### src/rtl/cam_row_packer.sv
// Packs a camera pixel stream into ROW_PIX-pixel row words, framed by SOF,
// and presents each word to the PE array over a valid/ready handshake.
module cam_row_packer #(
  parameter int PIX_W   = 8,
  parameter int ROW_PIX = 26,
  parameter int ROWS    = 26
) (
  input  logic                       camclk,
  input  logic                       rst_n,
  input  logic                       en,
  input  logic [PIX_W-1:0]           i_pix,
  input  logic                       i_pix_valid,
  input  logic                       i_sof,
  output logic [PIX_W*ROW_PIX-1:0]   o_parallel_data,
  output logic                       o_row_valid,
  input  logic                       i_row_ready,
  output logic [$clog2(ROWS)-1:0]    o_row_idx,
  output logic                       o_frame_end,
  output logic                       o_overflow,
  output logic                       o_frame_err
);

  localparam int WORD_W = PIX_W * ROW_PIX;
  localparam int COL_W  = $clog2(ROW_PIX);
  localparam int ROW_W  = $clog2(ROWS);

  typedef enum logic {IDLE, ACTIVE} state_t;

  state_t              state_q, state_d;
  logic [COL_W-1:0]    col_q, col_d;
  logic [ROW_W-1:0]    row_q, row_d;
  logic [WORD_W-1:0]   asm_q, asm_d;
  logic [WORD_W-1:0]   data_q, data_d;
  logic                valid_q, valid_d;
  logic [ROW_W-1:0]    idx_q, idx_d;
  logic                end_q, end_d;
  logic                ovf_q, ovf_d;
  logic                ferr_q, ferr_d;

  logic pix_take;
  logic row_done;
  logic drain;
  logic load;

  assign pix_take = en & i_pix_valid;

  always_comb begin
    state_d  = state_q;
    col_d    = col_q;
    row_d    = row_q;
    asm_d    = asm_q;
    row_done = 1'b0;
    if (!en) begin
      state_d = IDLE;
      col_d   = '0;
      row_d   = '0;
    end else if (pix_take) begin
      if (i_sof) begin
        // SOF always restarts the frame; any partial row is abandoned.
        asm_d[PIX_W-1:0] = i_pix;
        state_d          = ACTIVE;
        col_d            = COL_W'(1);
        row_d            = '0;
      end else if (state_q == ACTIVE) begin
        asm_d[int'(col_q)*PIX_W +: PIX_W] = i_pix;
        if (col_q == COL_W'(ROW_PIX - 1)) begin
          row_done = 1'b1;
          col_d    = '0;
          if (row_q == ROW_W'(ROWS - 1)) begin
            row_d   = '0;
            state_d = IDLE;
          end else begin
            row_d = row_q + 1'b1;
          end
        end else begin
          col_d = col_q + 1'b1;
        end
      end
    end
  end

  // The output register accepts a finished row only if empty or draining now.
  assign drain = valid_q & i_row_ready;
  assign load  = row_done & (~valid_q | drain);

  always_comb begin
    valid_d = valid_q;
    data_d  = data_q;
    idx_d   = idx_q;
    end_d   = end_q;
    if (load) begin
      valid_d = 1'b1;
      data_d  = asm_d;
      idx_d   = row_q;
      end_d   = (row_q == ROW_W'(ROWS - 1));
    end else if (drain) begin
      valid_d = 1'b0;
    end
    ovf_d  = ovf_q | (row_done & ~load);
    ferr_d = ferr_q | (pix_take & i_sof & (state_q == ACTIVE));
  end

  always_ff @(posedge camclk or negedge rst_n) begin
    if (!rst_n) begin
      state_q <= IDLE;
      col_q   <= '0;
      row_q   <= '0;
      asm_q   <= '0;
      data_q  <= '0;
      valid_q <= 1'b0;
      idx_q   <= '0;
      end_q   <= 1'b0;
      ovf_q   <= 1'b0;
      ferr_q  <= 1'b0;
    end else begin
      state_q <= state_d;
      col_q   <= col_d;
      row_q   <= row_d;
      asm_q   <= asm_d;
      data_q  <= data_d;
      valid_q <= valid_d;
      idx_q   <= idx_d;
      end_q   <= end_d;
      ovf_q   <= ovf_d;
      ferr_q  <= ferr_d;
    end
  end

  assign o_parallel_data = data_q;
  assign o_row_valid     = valid_q;
  assign o_row_idx       = idx_q;
  assign o_frame_end     = end_q;
  assign o_overflow      = ovf_q;
  assign o_frame_err     = ferr_q;

endmodule

### config.mk
export PLATFORM = sky130hd
export DESIGN_NAME = cam_row_packer
export DESIGN_NICKNAME = d
export VERILOG_FILES = /design/src/rtl/cam_row_packer.sv
export SDC_FILE = /design/constraint.sdc
export NUM_CORES = 1
export LEC_CHECK = 0
export CAP_MARGIN = 20
export CORE_ASPECT_RATIO = 2
export CORE_MARGIN = 4
export CORE_UTILIZATION = 56
export DETAILED_ROUTE_END_ITERATION = 16
export PLACE_DENSITY_LB_ADDON = 0.15
export SLEW_MARGIN = 20
export SYNTH_ARGS = -nofsm -noshare
export SYNTH_HDL_FRONTEND = slang
export SYNTH_SLANG_ARGS = --single-unit
### constraint.sdc
create_clock -name camclk -period 4.2 [get_ports camclk]
set_input_delay 0.84 -clock camclk [delete_from_list [all_inputs] [get_ports camclk]]
set_output_delay 0.84 -clock camclk [all_outputs]
set_load 0.005 [all_outputs]
; Yosys cells after proc, flatten, opt, wreduce, memory -nomap -nowiden
; Index checks and enable logic that the tools add are counted.
; Widths: inputs -> output; s select.
[totals]
register_bits = 436
latchBits = 0
ramBits = 0
rom_bits = 0
inputBits = 14
out_inout_bits = 217
elab_cells = 64
n_memories = 0
[op_classes]
addsub = 3
n_mul = 0
div = 0
order_cmp = 0
eq_ne = 5
n_shift = 2
muxes = 30
bitwise_logic = 11
reduce_logical = 3
[op_table]
columns = cell, n
row1 = $mux 208, 3
row2 = $bwmux 208, 1
row3 = $shift 8x33->208 const A, 1
row4 = $shiftx 8x33->208, 1
row5 = $mux 200, 1
row6 = $mux 5, 11
row7 = $neg 8->33, 1
row8 = $mux 1, 13
row9 = $add 5x1->5 const B, 2
row10 = $eq 5x5->1 const B, 2
row11 = $mux 8, 1
row12 = $and 1x1->1, 6
row13 = $ne 3x1->1 const B, 2
row14 = $or 1x1->1, 3
row15 = $reduce_and 3->1, 1
row16 = $ne 2x1->1 const B, 1
row17 = $not 1->1, 2
row18 = $reduce_and 2->1, 1
row19 = $reduce_bool 2->1, 1

; Logic depth before layout (Yosys ltp)
; Gate-level depths: netlist of the first run.
[logic_depth]
depth_word = 10
depth_mapped = 15
mapped_depth_nobuf = 9

; Least setup slack after synthesis of the first run
; OpenSTA, ideal clock, no wires.
[synth_path]
path_kind = reg2reg
from = reg col_q[0]
to = reg data_q[121] (netlist: o_parallel_data[121])
setup_ns = 0.082
t_arrival_ns = 3.287
required_ns = 4.118
slack_ns = 0.831
path_stages_with_launch = 15
path_buffers = 5
period_less_slack_ns = 3.369
path_cell_list = dfrtp_1 buf_4 buf_2 clkbuf_1 inv_1 ha_1 nand2b_1 nor2_1 ha_1 inv_2 nor4_2 buf_2 buf_1 nand4_1 a31oi_1
[synth_between]
elab_chain_len = 7
word_cells_on_any_way = 15
cone_classes = add/sub (1) / eq/ne (1) / shift (2) / mux (10) / bitwise (1)
[synth_rtl]
columns = element, line
row1 = "start, declared", 30  ; logic [COL_W-1:0] col_q, col_d;
row2 = "start signal, assigned", 117  ; col_q <= col_d;
row3 = $neg 8->33 or $eq 5x5->1 (tied branches), "65, 66"
row4 = $shiftx 8x33->208 (tied with other cells), 65  ; asm_d[int'(col_q)*PIX_W +: PIX_W] = i_pix;
row5 = $bwmux 208 or $mux 1 (tied branches), "65, 64"
row6 = $mux 208 or $mux 1 (tied branches), "64, 58"
row7 = $mux 200 or $mux 1 (tied branches), "58, 57"
row8 = $mux 208 or $mux 1 (tied branches), "57, 53"
row9 = $mux 208 or $and 1x1->1 (tied branches), "53, 84"
row10 = "end signal, assigned", 120  ; data_q <= data_d;
row11 = "end, declared", 33  ; logic [WORD_W-1:0] data_q, data_d;
; Several ways; a longest one is shown, not always the timed one.
; A chain may end at the register's enable or synchronous reset.

; Worst setup path in the final report of the first run
[layout_path]
from = reg col_q[1]
to = reg asm_q[100]
[layout_between]
elab_chain_len = 7
word_cells_on_any_way = 8
cone_classes = add/sub (1) / shift (2) / mux (5)
[layout_rtl]
columns = element, line
row1 = $neg 8->33 (*), 65
row2 = $shiftx 8x33->208 or $shift 8x33->208 (tied branches), 65
row3 = $bwmux 208 (*), 65
row4 = $mux 208 (*), 64  ; end else if (state_q == ACTIVE) begin
row5 = $mux 200 (*), 58  ; if (i_sof) begin
row6 = $mux 208 (*), 57  ; end else if (pix_take) begin
row7 = $mux 208 (*), 53  ; if (!en) begin
row8 = net asm_d[100], 32  ; logic [WORD_W-1:0] asm_q, asm_d;
row9 = "end signal, assigned", 119  ; asm_q <= asm_d;
row10 = "end, declared", 32
; The timed path passes the listed nets; every way through them passes the cells marked *.

==> summary.md, run 1 <==
The run finished with clean final reports. The maximum cell stage delay along the critical path was 0.59 ns. The run gives 0.00198 W as the net switching power of the design.

The cell sitting at the root of the clock tree is a sky130_fd_sc_hd__clkbuf_16. The via count of the first global-routing pass is 15351, and the time the worst path needs with I/O delays and setup is 3.53 ns. The run gives 0.67 ns as the worst reg-to-reg setup slack. The run gives 2 as the H-tree depth. The die covers 37100 sq um. Number of register bits inferred by synthesis: 436.

In the synthesized netlist the async set-or-reset flop fraction comes to 100%. The number of pins with negative max-slew slack in the final report was 0; the global-route wire length before repair was 86800 um. The highest-delay cell along the critical path is sky130_fd_sc_hd__dfrtp_1. Along the worst path, the maximum fanout reaches 14. The proportion of total power due to net switching is 23.5%. The element type at the critical path start is a register. Area growth from synthesis to layout: 20.9%. Detailed placement finished with a half-perimeter wire length of 38400 um. In the routed layout, each cell is associated on average with a via count of 6.28. Setup repair after global routing left no endpoint under its margin.

Synthesis produced a netlist with a net count of 1820. For the data required time of the critical path, the log shows 4.62 ns. The initial core utilization was 56.6%.

The number of resized instances in the post-cts repair step was 0. In the routed design, unresolved DRC markers number 0. The total global routing track utilization is 29.5%, and the total global routing overflow is 0.

Of the available clock period, the critical path in the final layout requires 84.0%. The tools report the filler cell count in the final layout as 2648. The design draws 0.00841 W. Cell internal power was estimated by the tool at 0.00643 W. Width of the die: 138 um. Buffers inserted during clock tree synthesis total 38.

The routed layout has 15303 vias. The post-layout net count is 1990, and the post-synthesis cell type count is 71. 231 I/O pins were placed.

The number of antenna diodes in the final layout is 0. The tool flagged a number of max-cap violations equal to 0. The register area is 10900 sq um. The cell occurring most often along the worst timing path was sky130_fd_sc_hd__ha_1. After floorplanning, the core was divided into 95 placement rows.

The total standard cell area after synthesis is 19000 sq um, and the wire length per cell is 22.8 um. Traced cell by cell, the critical path runs through inv_1, ha_1, nand2b_1, nor2_1, ha_1, inv_2, nor4_4, buf_4, nand3_2, mux2_1. Remaining antenna violation count: 0. After synthesis, flip-flops and latches occupy 57.5% of the total area. The tools report the highest ir drop seen on vdd as 0.000389 V. The most instantiated flip-flop cell in the synthesis netlist is sky130_fd_sc_hd__dfrtp_1.

Entering global routing, the biggest net connects 105 pins. For this design the ratio of total power to cell area is 367 nW/um^2. TritonCTS built the clock tree. Clock network latency to the later pin of the worst-skew pair: 0.55 ns.

At the end of routability-driven placement, the weighted congestion stood at 0.886. For the area occupied by multi-input gates, the log shows 7350 sq um. The worst pin sits at a relative slew slack of 29.7%. Each instance of the synthesized netlist takes up on average 10.5 sq um. Number of clock sinks: 436. The first routing iteration left 1166 violations. The aggregate routed wire length is 55500 um, and the detailed-router iteration count before antenna repair is 8. Derived from the worst setup path, the maximum achievable clock frequency is 283 MHz. Setup violations remaining at the end of the flow were counted as 0. For the pin with the worst max-slew slack, the measured transition is 1.05 ns.

Endpoint arrival time on the critical path: 3.95 ns. In the final timing run, aggregate negative setup slack is 0 ns. The worst setup path category is reg -> reg.

The number of input and output port buffers inserted works out to 230. The logs give 33500 sq um for the core box area and 0 for the hold violation total from the final report. The number of setup buffers added after CTS is 0. For the hold-fix buffer count after cts, the log shows 0.

The height of the die is 268 um, and the number of enable flip-flop cells after synthesis is 0. The logs give 5.8% for the logic gate share of total power and 1800 for the post-synthesis instance total. The part of the power in registers is 50.4%. The clock network burns 43.9% of the power. The logs give 0 for the number of antenna violations at the first check in global routing and 3 for the maximum count of clock buffers along a single path. The worst clock skew was 0.0195 ns. The synthesis warning total came out at 0. The register clock-pin slew on the reported worst setup and hold paths works out to 0.07 ns. Fraction of layout cells with a size suffix above 1: 10.4%. STA classifies the critical path endpoint as a register. The reported leakage power is 10.6 nW. Path category of the worst min-delay check: in -> async.
==> worst max-delay path, delay by kind of cell (launching register included) <==
kind / cells / cell delay (ns)
adders and majority gates: 2 / 0.82
buffers and inverters: 3 / 0.57
DFF: 1 / 0.59
muxes: 1 / 0.44
and+or+nand+nor: 4 / 0.99
==> logic make-up after synthesis <==
kind of cell,synth area share [%]
xor gates and xnor gates,0.310
adders and majority gates,0.396
buffers and inverters,3.81
muxes,6.30
AOI/OAI and AO/OA,13.8
and+or+nand+nor,17.9
DFF,57.5
==> power groups by stage <==
stage | Clock, W | Sequential (W) | Combinational (W)
final | 0.00369 | 0.00423 | 0.000485
after global routing | 0.00390 | 0.00424 | 0.000518
after CTS | 0.00374 | 0.00423 | 0.000478
after detailed placement | 0 | 0.00432 | 0.000477
after global placement | 0 | 0.00431 | 0.000466
after floorplan | 0 | 0.00431 | 0.000244
==> layer usage <==
layer | part of all wire [%] | vias up | track usage [%]
met4 | 7.7 | 0 | 19.3
met2 | 50 | 646 | 50.3
met3 | 5.5 | 194 | 3.31
met1 | 37 | 7653 | 35.5
li1 | - | 6810 | -
met5 | 0 | - | 0
==> sequential cells by signal (all words and copies together), names as in the netlist <==
| name | count |
|---|---|
| o_parallel_data | 208 |
| o_frame_end | 1 |
| o_row_idx | 5 |
| row_q | 5 |
| o_row_valid | 1 |
| asm_q | 208 |
| col_q | 5 |
| o_overflow | 1 |
| state_q | 1 |
| o_frame_err | 1 |
==> Yosys cell counts, drive strengths merged (7+ instances only) <==
cell | n | area share (%)
nor2 | 133 | 2.7
o31ai | 67 | 2.7
o311ai | 47 | 2.2
nor4 | 25 | 1.2
clkbuf | 83 | 1.6
a21o | 7 | 0.28
mux2i | 8 | 0.42
nand2b | 8 | 0.26
nand3 | 59 | 1.9
a31oi | 81 | 2.7
dfrtp | 436 | 58
o211ai | 57 | 2.3
o21ai | 110 | 2.9
or4 | 16 | 0.65
nor3 | 22 | 0.84
mux2 | 99 | 5.9
nand4 | 42 | 1.5
inv | 20 | 0.40
and3 | 9 | 0.30
buf | 63 | 1.8
nand2 | 334 | 6.6
or3 | 21 | 0.69
==> path summary, 6_finish.rpt <==
kind | startpoint | endpoint | cells past startpoint
worst max register to register | col_q[1] | asm_q[100] | 10
worst min-delay path | rst_n | asm_q[162] | 1
max in group asynchronous | rst_n | asm_q[195] | 2
worst min register to register | asm_q[168] | o_parallel_data[168] | 2
min in group camclk | asm_q[168] | o_parallel_data[168] | 2
worst max-delay path | col_q[1] | asm_q[100] | 10
==> cells in the final DEF, fill, tap and decap left out, drive strengths merged, types with 4 or more instances in the layout <==
cell type	count
inv	21
clkbuf	54
bufinv	4
o211ai	57
clkinvlp	4
mux2i	8
ha	6
o31ai	67
o21ai	110
nor2	133
a31oi	81
nor2b	4
clkinv	6
nand4	42
nor4	25
a21o	7
xnor2	4
nor3	22
clkdlybuf4s50	229
dfrtp	436
nand3	59
mux2	99
or4	16
nand2	334
nand3b	6
nand2b	8
o311ai	47
or3	21
and3	9
buf	47
==> metrics by stage <==
stage	cell area (sq um)	worst slack (ns)	instances	hold slack (ns)	utilization, %
floorplan	19000	0.831	1800	0.433	-
global placement	21600	0.745	2366	0.449	64.5
detailed placement	21600	0.698	2366	0.454	64.5
CTS	22900	0.717	2435	0.247	68.4
global route	22900	0.469	2435	0.266	68.4
finish	22900	0.670	2435	0.245	68.4
==> layout make-up <==
class,count,area share [%]
well taps,436,2.38
flip-flops and latches,436,47.6
repair buffers,276,11.9
clock inverters,15,0.873
inverters,20,0.327
multi-input cells,1198,32.1
clock buffers,54,4.85
No activity file was read; power rests on OpenSTA's default activity.
==> run 2: changes to the inputs <==
Clock period 4.2 ns to 3.4 ns, I/O delays scaled along.
==> run 2 against run 1 <==
Combinational power grew 30%. Non-clock buffer count up 31. Total power is 27% higher. Critical path type unchanged. Highest routed layer unchanged.
==> summary.md, run 2 (same netlist as run 1, synthesis figures left out) <==
The logs give 3.64 ns (was 3.95 ns) for the endpoint arrival time on the critical path and 0 (unchanged) for the total global routing overflow. For the number of antenna violations at the first check in global routing, the log shows 0 (unchanged). The detailed-router iteration count before antenna repair is 6 (was 8), and the worst hold slack is 0.136 ns (was 0.245 ns). The routability congestion estimate from global placement came out at 0.901 (was 0.886). Worst setup path category: reg -> reg (unchanged). Most frequent standard cell in the layout excluding fill and tap cells: sky130_fd_sc_hd__dfrtp_1 (unchanged). The path depth of the worst reg2reg path is 8 (was 10). The run gives 45.3% (was 43.9%) as the clock network power share. The element type at the critical path start was a register (unchanged).

The logs give 0 (unchanged) for the max-cap violation count and 56.6% (unchanged) for the initial core utilization. The tools report the post-layout net count as 2021 (was 1990). For the worst reg-to-reg setup slack, the log shows 0.18 ns (was 0.67 ns). For the DRC violation count after routing, the log shows 0 (unchanged). The worst clock skew was 0.0173 ns (was 0.0195 ns); the instance area at placement was 21900 sq um (was 21600 sq um). The run gives 23300 sq um (was 22900 sq um) as the post-route cell area. Cells along the critical path: inv_1, ha_1, nand2b_1, nor2_1, ha_1, nor4_2, nand3_2, mux2_1 (was inv_1, ha_1, nand2b_1, nor2_1, ha_1, inv_2, nor4_4, buf_4, nand3_2, mux2_1). The logs give 2 (unchanged) for the H-tree depth and 29.2% (was 29.7%) for the worst max-slew margin expressed relative to the limit.

The maximum achievable frequency was 310 MHz (was 283 MHz). The area growth from synthesis to layout works out to 23.1% (was 20.9%). The power per cell area was 459 nW/um^2 (was 367 nW/um^2). The number of CTS-inserted buffers came out at 38 (unchanged). The time the worst path needs with I/O delays and setup came out at 3.22 ns (was 3.53 ns).

Highest-count cells in the layout ignoring fill and taps: sky130_fd_sc_hd__dfrtp_1 (436), sky130_fd_sc_hd__nand2_1 (333), sky130_fd_sc_hd__clkdlybuf4s50_1 (229), sky130_fd_sc_hd__nor2_1 (132), sky130_fd_sc_hd__o21ai_0 (88) (unchanged). The pin slew with the least headroom to its limit works out to 1.06 ns (was 1.05 ns). The clock root buffer master was sky130_fd_sc_hd__clkbuf_16 (unchanged).

The first element of the critical path was col_q[0] (was col_q[1]). The filler cell count in the final layout was 2626 (was 2648). The tools report the top-level I/O count as 231 (unchanged). The tools report the total global routing track utilization as 30.0% (was 29.5%). The logs give 0.00244 W (was 0.00198 W) for the net switching power of the design and 3.82 ns (was 4.62 ns) for the data required time of the critical path. The number of input and output port buffers inserted works out to 230 (unchanged).

The path category of the worst min-delay check is in -> async (unchanged). The final worst slack is 0.178 ns (was 0.670 ns), and the total setup buffers inserted after CTS is 0 (unchanged). The maximum cell stage delay along the critical path came out at 0.90 ns (was 0.59 ns). The area of the die is 37100 sq um (unchanged). The tools report the total power after layout as 0.0107 W (was 0.00841 W).

Setup repair after global routing left no endpoint under its margin. The tools report the aggregate routed wire length as 55900 um (was 55500 um). Part of the power in registers: 48.8% (was 50.4%). TritonCTS built the clock tree. The tools report the number of pins with negative max-slew slack in the final report as 0 (unchanged). The category of cells accounting for the largest share of critical-path delay is simple AND/OR/NAND/NOR gates (unchanged). The largest driver fanout on the critical path was 16 (was 14).

The clock network latency to the later pin of the worst-skew pair came out at 0.54 ns (was 0.55 ns). The register clock-pin slew on the reported worst setup and hold paths is 0.07 ns (about the same), and the internal power of the cells is 0.00827 W (was 0.00643 W). Core box area: 33500 sq um (unchanged). The highest ir drop seen on vdd was 0.000402 V (was 0.000389 V); the count of buffer and inverter cells on the critical path was 1 (was 3).

For the post-placement setup slack, the log shows -0.0310 ns (was 0.698 ns). The via count was 15285 (was 15303); the remaining antenna violation count was 0 (unchanged). Proportion of total power due to net switching: 22.8% (was 23.5%). The number of vias per cell after detailed routing works out to 6.20 (was 6.28).

The fraction of the cycle the final worst path needs was 94.8% (was 84.0%). The tools report the beginning of the worst register-to-register path as col_q[0] (was col_q[1]). The logs give 7350 sq um (unchanged) for the area occupied by multi-input gates and 0 (unchanged) for the hold violation total from the final report.

The post-DP HPWL was 39500 um (was 38400 um). The maximum count of clock buffers along a single path is 3 (unchanged), and the via count of the first global-routing pass is 15654 (was 15351). The hold-fix buffer count after cts was 0 (unchanged).

Critical path capture point type: a register (unchanged). The tools report the maximum number of pins on one net before global-route repair as 85 (was 105). Fraction of layout cells with a size suffix above 1: 11.7% (was 10.4%).

For the iteration-0 DRC count of the detailed router, the log shows 1182 (was 1166). Number of setup violations in the final report: 0 (unchanged). The logic gate share of total power is 5.9% (was 5.8%), and the wire length per cell is 22.7 um (was 22.8 um). The highest-delay cell along the critical path was sky130_fd_sc_hd__nor4_2 (was sky130_fd_sc_hd__dfrtp_1). The run finished with clean final reports.

The global-route wire length before repair came out at 88400 um (was 86800 um). Number of clock sinks: 436 (unchanged). The tools report the capture point of the worst reg-to-reg path as asm_q[167] (was asm_q[100]). The cell occurring most often along the worst timing path was sky130_fd_sc_hd__ha_1 (unchanged). Number of resized instances in the post-cts repair step: 0 (unchanged).

The width of the die was 138 um (unchanged); the height of the die was 268 um (unchanged). The logs give 10900 sq um (unchanged) for the register area and 0 ns (unchanged) for the total negative slack. The count of antenna diodes in the layout was 0 (unchanged). The logs give 95 (unchanged) for the row count and 10.8 nW (was 10.6 nW) for the reported leakage power.
run 2: cell count changes in the layout (fill, tap and decap cells not counted):
cell                         change
sky130_fd_sc_hd__buf_4          +25
sky130_fd_sc_hd__buf_12          +6
sky130_fd_sc_hd__clkinv_2        -4
sky130_fd_sc_hd__bufinv_16       +3
sky130_fd_sc_hd__clkbuf_1        -2
sky130_fd_sc_hd__clkbuf_16       +2
sky130_fd_sc_hd__clkinv_8        -1
sky130_fd_sc_hd__clkinvlp_4      +1
sky130_fd_sc_hd__inv_6           -1
run 2: worst max path at each step:
stage | endpoint | cells past startpoint
after global placement | asm_q[167] | 5
after global routing | asm_q[167] | 8
final | asm_q[167] | 8
after detailed placement | asm_q[166] | 5
after CTS | asm_q[167] | 8
after floorplan | o_parallel_data[121] | 14
run 2: per-layer routing:
metal	up-vias	track usage [%]	wire, um
met4	0	19.6	4260
met2	606	50.9	28100
li1	6863	-	-
met3	186	3.33	2680
met1	7630	36.6	20900
met5	-	0	0
run 2: metrics by stage:
step / instances / utilization [%]
floorplan: 1800 / -
global placement: 2397 / 65.4
detailed placement: 2397 / 65.4
CTS: 2464 / 69.6
global route: 2464 / 69.6
finish: 2464 / 69.6
run 2: area by class of cell:
class                   instances  area share, %
inverters                      20          0.322
well taps                     436           2.34
multi-input cells            1198           31.5
clock inverters                13           1.08
flip-flops and latches        436           46.7
clock buffers                  54           4.95
repair buffers                307           13.1
run 2: power groups by stage:
stage | clock network, W | logic (W) | registers [W]
final | 0.00485 | 0.000631 | 0.00523
after global placement | 0 | 0.000616 | 0.00533
after global routing | 0.00512 | 0.000681 | 0.00523
after CTS | 0.00491 | 0.000627 | 0.00523
after floorplan | 0 | 0.000301 | 0.00532
after detailed placement | 0 | 0.000625 | 0.00533
==> run 3: changes to the inputs <==
Settings changed: CAP_MARGIN 20 to 5, GPL_TIMING_DRIVEN set to 0.
==> run 3 against run 2 <==
Worst setup slack got worse by 0.074 ns. Clock skew fell by 0.0033 ns. Critical path depth grew 4. Core utilization is 0.75 points higher. Cell area is 1.1% higher. Global-route usage increased by 4.0 points. Largest power group unchanged. Highest routed layer is now met5.
==> summary.md, run 3 (same netlist as run 1, synthesis figures left out) <==
Fraction of layout cells with a size suffix above 1: 12.9% (was 11.7%). The tools report the number of pins with negative max-slew slack in the final report as 0 (unchanged). The post-layout net count came out at 2103 (was 2021).

The element type at the critical path start is a register (unchanged). The worst clock skew was 0.0140 ns (was 0.0173 ns); the worst max-slew margin expressed relative to the limit was 29.9% (was 29.2%). The path category of the worst min-delay check was in -> async (unchanged). The reported leakage power is 10.7 nW (was 10.8 nW), and the max-cap violation count is 0 (unchanged). The pin slew with the least headroom to its limit works out to 1.05 ns (was 1.06 ns).

The global-route wire length before repair was 96800 um (was 88400 um). Via count: 16136 (was 15285). The width of the die was 138 um (unchanged); the largest driver fanout on the critical path was 10 (was 16).

The top-level I/O count was 231 (unchanged); the detailed-router iteration count before antenna repair was 6 (unchanged). The initial core utilization was 56.6% (unchanged); the core box area was 33500 sq um (unchanged). Highest-delay cell along the critical path: sky130_fd_sc_hd__nor4_4 (was sky130_fd_sc_hd__nor4_2). The run gives 0 (unchanged) as the total global routing overflow.

The non-filler instance count after layout is 2544 (was 2464), and the area growth from synthesis to layout is 24.4% (was 23.1%). The number of placed instances, taps included is 2468 (was 2397). The tools report the iteration-0 DRC count of the detailed router as 1445 (was 1182).

The critical path capture point type is a register (unchanged). The row count came out at 95 (unchanged). The category of cells accounting for the largest share of critical-path delay was buffers and inverters (was simple AND/OR/NAND/NOR gates). The number of vias per cell after detailed routing works out to 6.34 (was 6.20). Cells along the critical path: buf_6, buf_4, buf_6, inv_1, ha_4, nand2b_1, nor2_2, ha_4, nor4_4, buf_4, nand3_4, mux2_1 (was inv_1, ha_1, nand2b_1, nor2_1, ha_1, nor4_2, nand3_2, mux2_1). Worst setup path category: reg -> reg (unchanged). The number of clock sinks was 436 (unchanged); the maximum number of pins on one net before global-route repair was 104 (was 85). The tools report the utilization after layout as 70.4% (was 69.6%). The routability congestion estimate from global placement is 0.971 (was 0.901), and the time the worst path needs with I/O delays and setup is 3.30 ns (was 3.22 ns). The number of antenna violations at the first check in global routing came out at 1 (was 0). For the area of the die, the log shows 37100 sq um (unchanged). Fraction of the cycle the final worst path needs: 96.9% (was 94.8%).

The DRC violation count after routing was 0 (unchanged). The remaining antenna violation count was 0 (unchanged); the number of setup violations in the final report was 0 (unchanged). The total negative slack came out at 0 ns (unchanged). The flow ran to the end, and the final reports show no timing, DRC or antenna violations. The count of antenna diodes in the layout is 0 (unchanged).

The count of buffer and inverter cells on the critical path works out to 5 (was 1). The register clock-pin slew on the reported worst setup and hold paths was 0.07 ns (about the same); the via count of the first global-routing pass was 16516 (was 15654). The aggregate routed wire length was 64100 um (was 55900 um); the worst hold slack was 0.138 ns (was 0.136 ns). The number of input and output port buffers inserted was 228 (was 230); the endpoint arrival time on the critical path was 3.72 ns (was 3.64 ns). Maximum cell stage delay along the critical path: 0.44 ns (was 0.90 ns). Height of the die: 268 um (unchanged). Highest-count cells in the layout ignoring fill and taps: sky130_fd_sc_hd__dfrtp_1 (436), sky130_fd_sc_hd__nand2_1 (332), sky130_fd_sc_hd__clkdlybuf4s50_1 (227), sky130_fd_sc_hd__nor2_1 (128), sky130_fd_sc_hd__o21ai_0 (87) (was sky130_fd_sc_hd__dfrtp_1 (436), sky130_fd_sc_hd__nand2_1 (333), sky130_fd_sc_hd__clkdlybuf4s50_1 (229), sky130_fd_sc_hd__nor2_1 (132), sky130_fd_sc_hd__o21ai_0 (88)).

Number of CTS-inserted buffers: 38 (unchanged). The clock network latency to the later pin of the worst-skew pair was 0.55 ns (was 0.54 ns). The run gives 34.1% (was 30.0%) as the total global routing track utilization. The maximum achievable frequency is 303 MHz (was 310 MHz). The wire length per cell works out to 25.2 um (was 22.7 um).

Most frequent standard cell in the layout excluding fill and tap cells: sky130_fd_sc_hd__dfrtp_1 (unchanged). The power per cell area is 434 nW/um^2 (was 459 nW/um^2), and the H-tree depth is 2 (unchanged). Hold violation total from the final report: 0 (unchanged). TritonCTS built the clock tree. The maximum count of clock buffers along a single path was 3 (unchanged).

Clock root buffer master: sky130_fd_sc_hd__clkbuf_16 (unchanged). The data required time of the critical path was 3.82 ns (about the same); the post-DP HPWL was 47500 um (was 39500 um). The highest ir drop seen on vdd was 0.000381 V (was 0.000402 V).
[run 3: cell count changes in the layout (fill, tap and decap cells not counted), sizes merged]
cell,previous run,this run
buf,78,82
clkinvlp,5,2
bufinv,7,1
clkinv,1,7
inv,20,19
clkbuf,54,136
clkdlybuf4s50,229,227
[run 3: per-layer routing]
metal  part of all wire, %  GRT usage (%)
met2                    51           59.0
met1                    35           38.6
met3                   6.3           5.07
met5                 0.012              0
met4                   8.4           24.1
[run 3: area by class of cell]
type	count	area, sq um
timing repair buffer	246	2510
clock buffer	56	1140
clock inverter	9	72.6
multi-input combinational	1198	7620
tap	436	546
buffer	143	701
inverter	20	78.8
fill	2560	9930
sequential	436	10900
[run 3: repair_timing]
action / 4_1_cts / 5_1_grt
hold buffers: 0 / 0
setup buffers: 8 / 6
setup endpoints to repair: 376 / 298
pin swaps: 5 / 4
gates resized for setup: 81 / 49
[run 3: metrics by stage]
stage	setup slack, ns	total power (W)	area, sq um
6_report	0.104	0.0102	23600
2_1_floorplan	0.0308	0.00563	19000
5_1_grt	-0.00511	0.0105	23600
4_1_cts	-0.0389	0.0102	23400
3_3_place_gp	-16.70	0.00593	21800
3_5_place_dp	-1.27	0.00595	21900
[run 3: path summary, 6_finish.rpt]
kind	start	end	slack (ns)	cells after the start
worst max-delay path	col_q[0]	asm_q[171]	0.10	12
worst min-delay path	rst_n	o_parallel_data[101]	0.14	1
min in group camclk	o_overflow	o_overflow	0.46	1
worst max register to register	col_q[0]	asm_q[171]	0.10	12
max in group asynchronous	rst_n	o_parallel_data[172]	1.58	4
worst min register to register	o_overflow	o_overflow	0.46	1
[run 3: power breakdown]
group	switching, W	internal [W]
combinational	0.000525	0.000163
sequential	0.0000168	0.00521
clock	0.00193	0.00241
[run 3: worst register-to-register path, delay by kind of cell (launching register included)]
| family | cells | cell delay (ns) |
|---|---|---|
| buffers and inverters | 5 | 0.94 |
| adder cells (fa/ha/maj) | 2 | 0.51 |
| multiplexers | 1 | 0.39 |
| AND/OR/NAND/NOR | 4 | 0.91 |
| flip-flops | 1 | 0.42 |
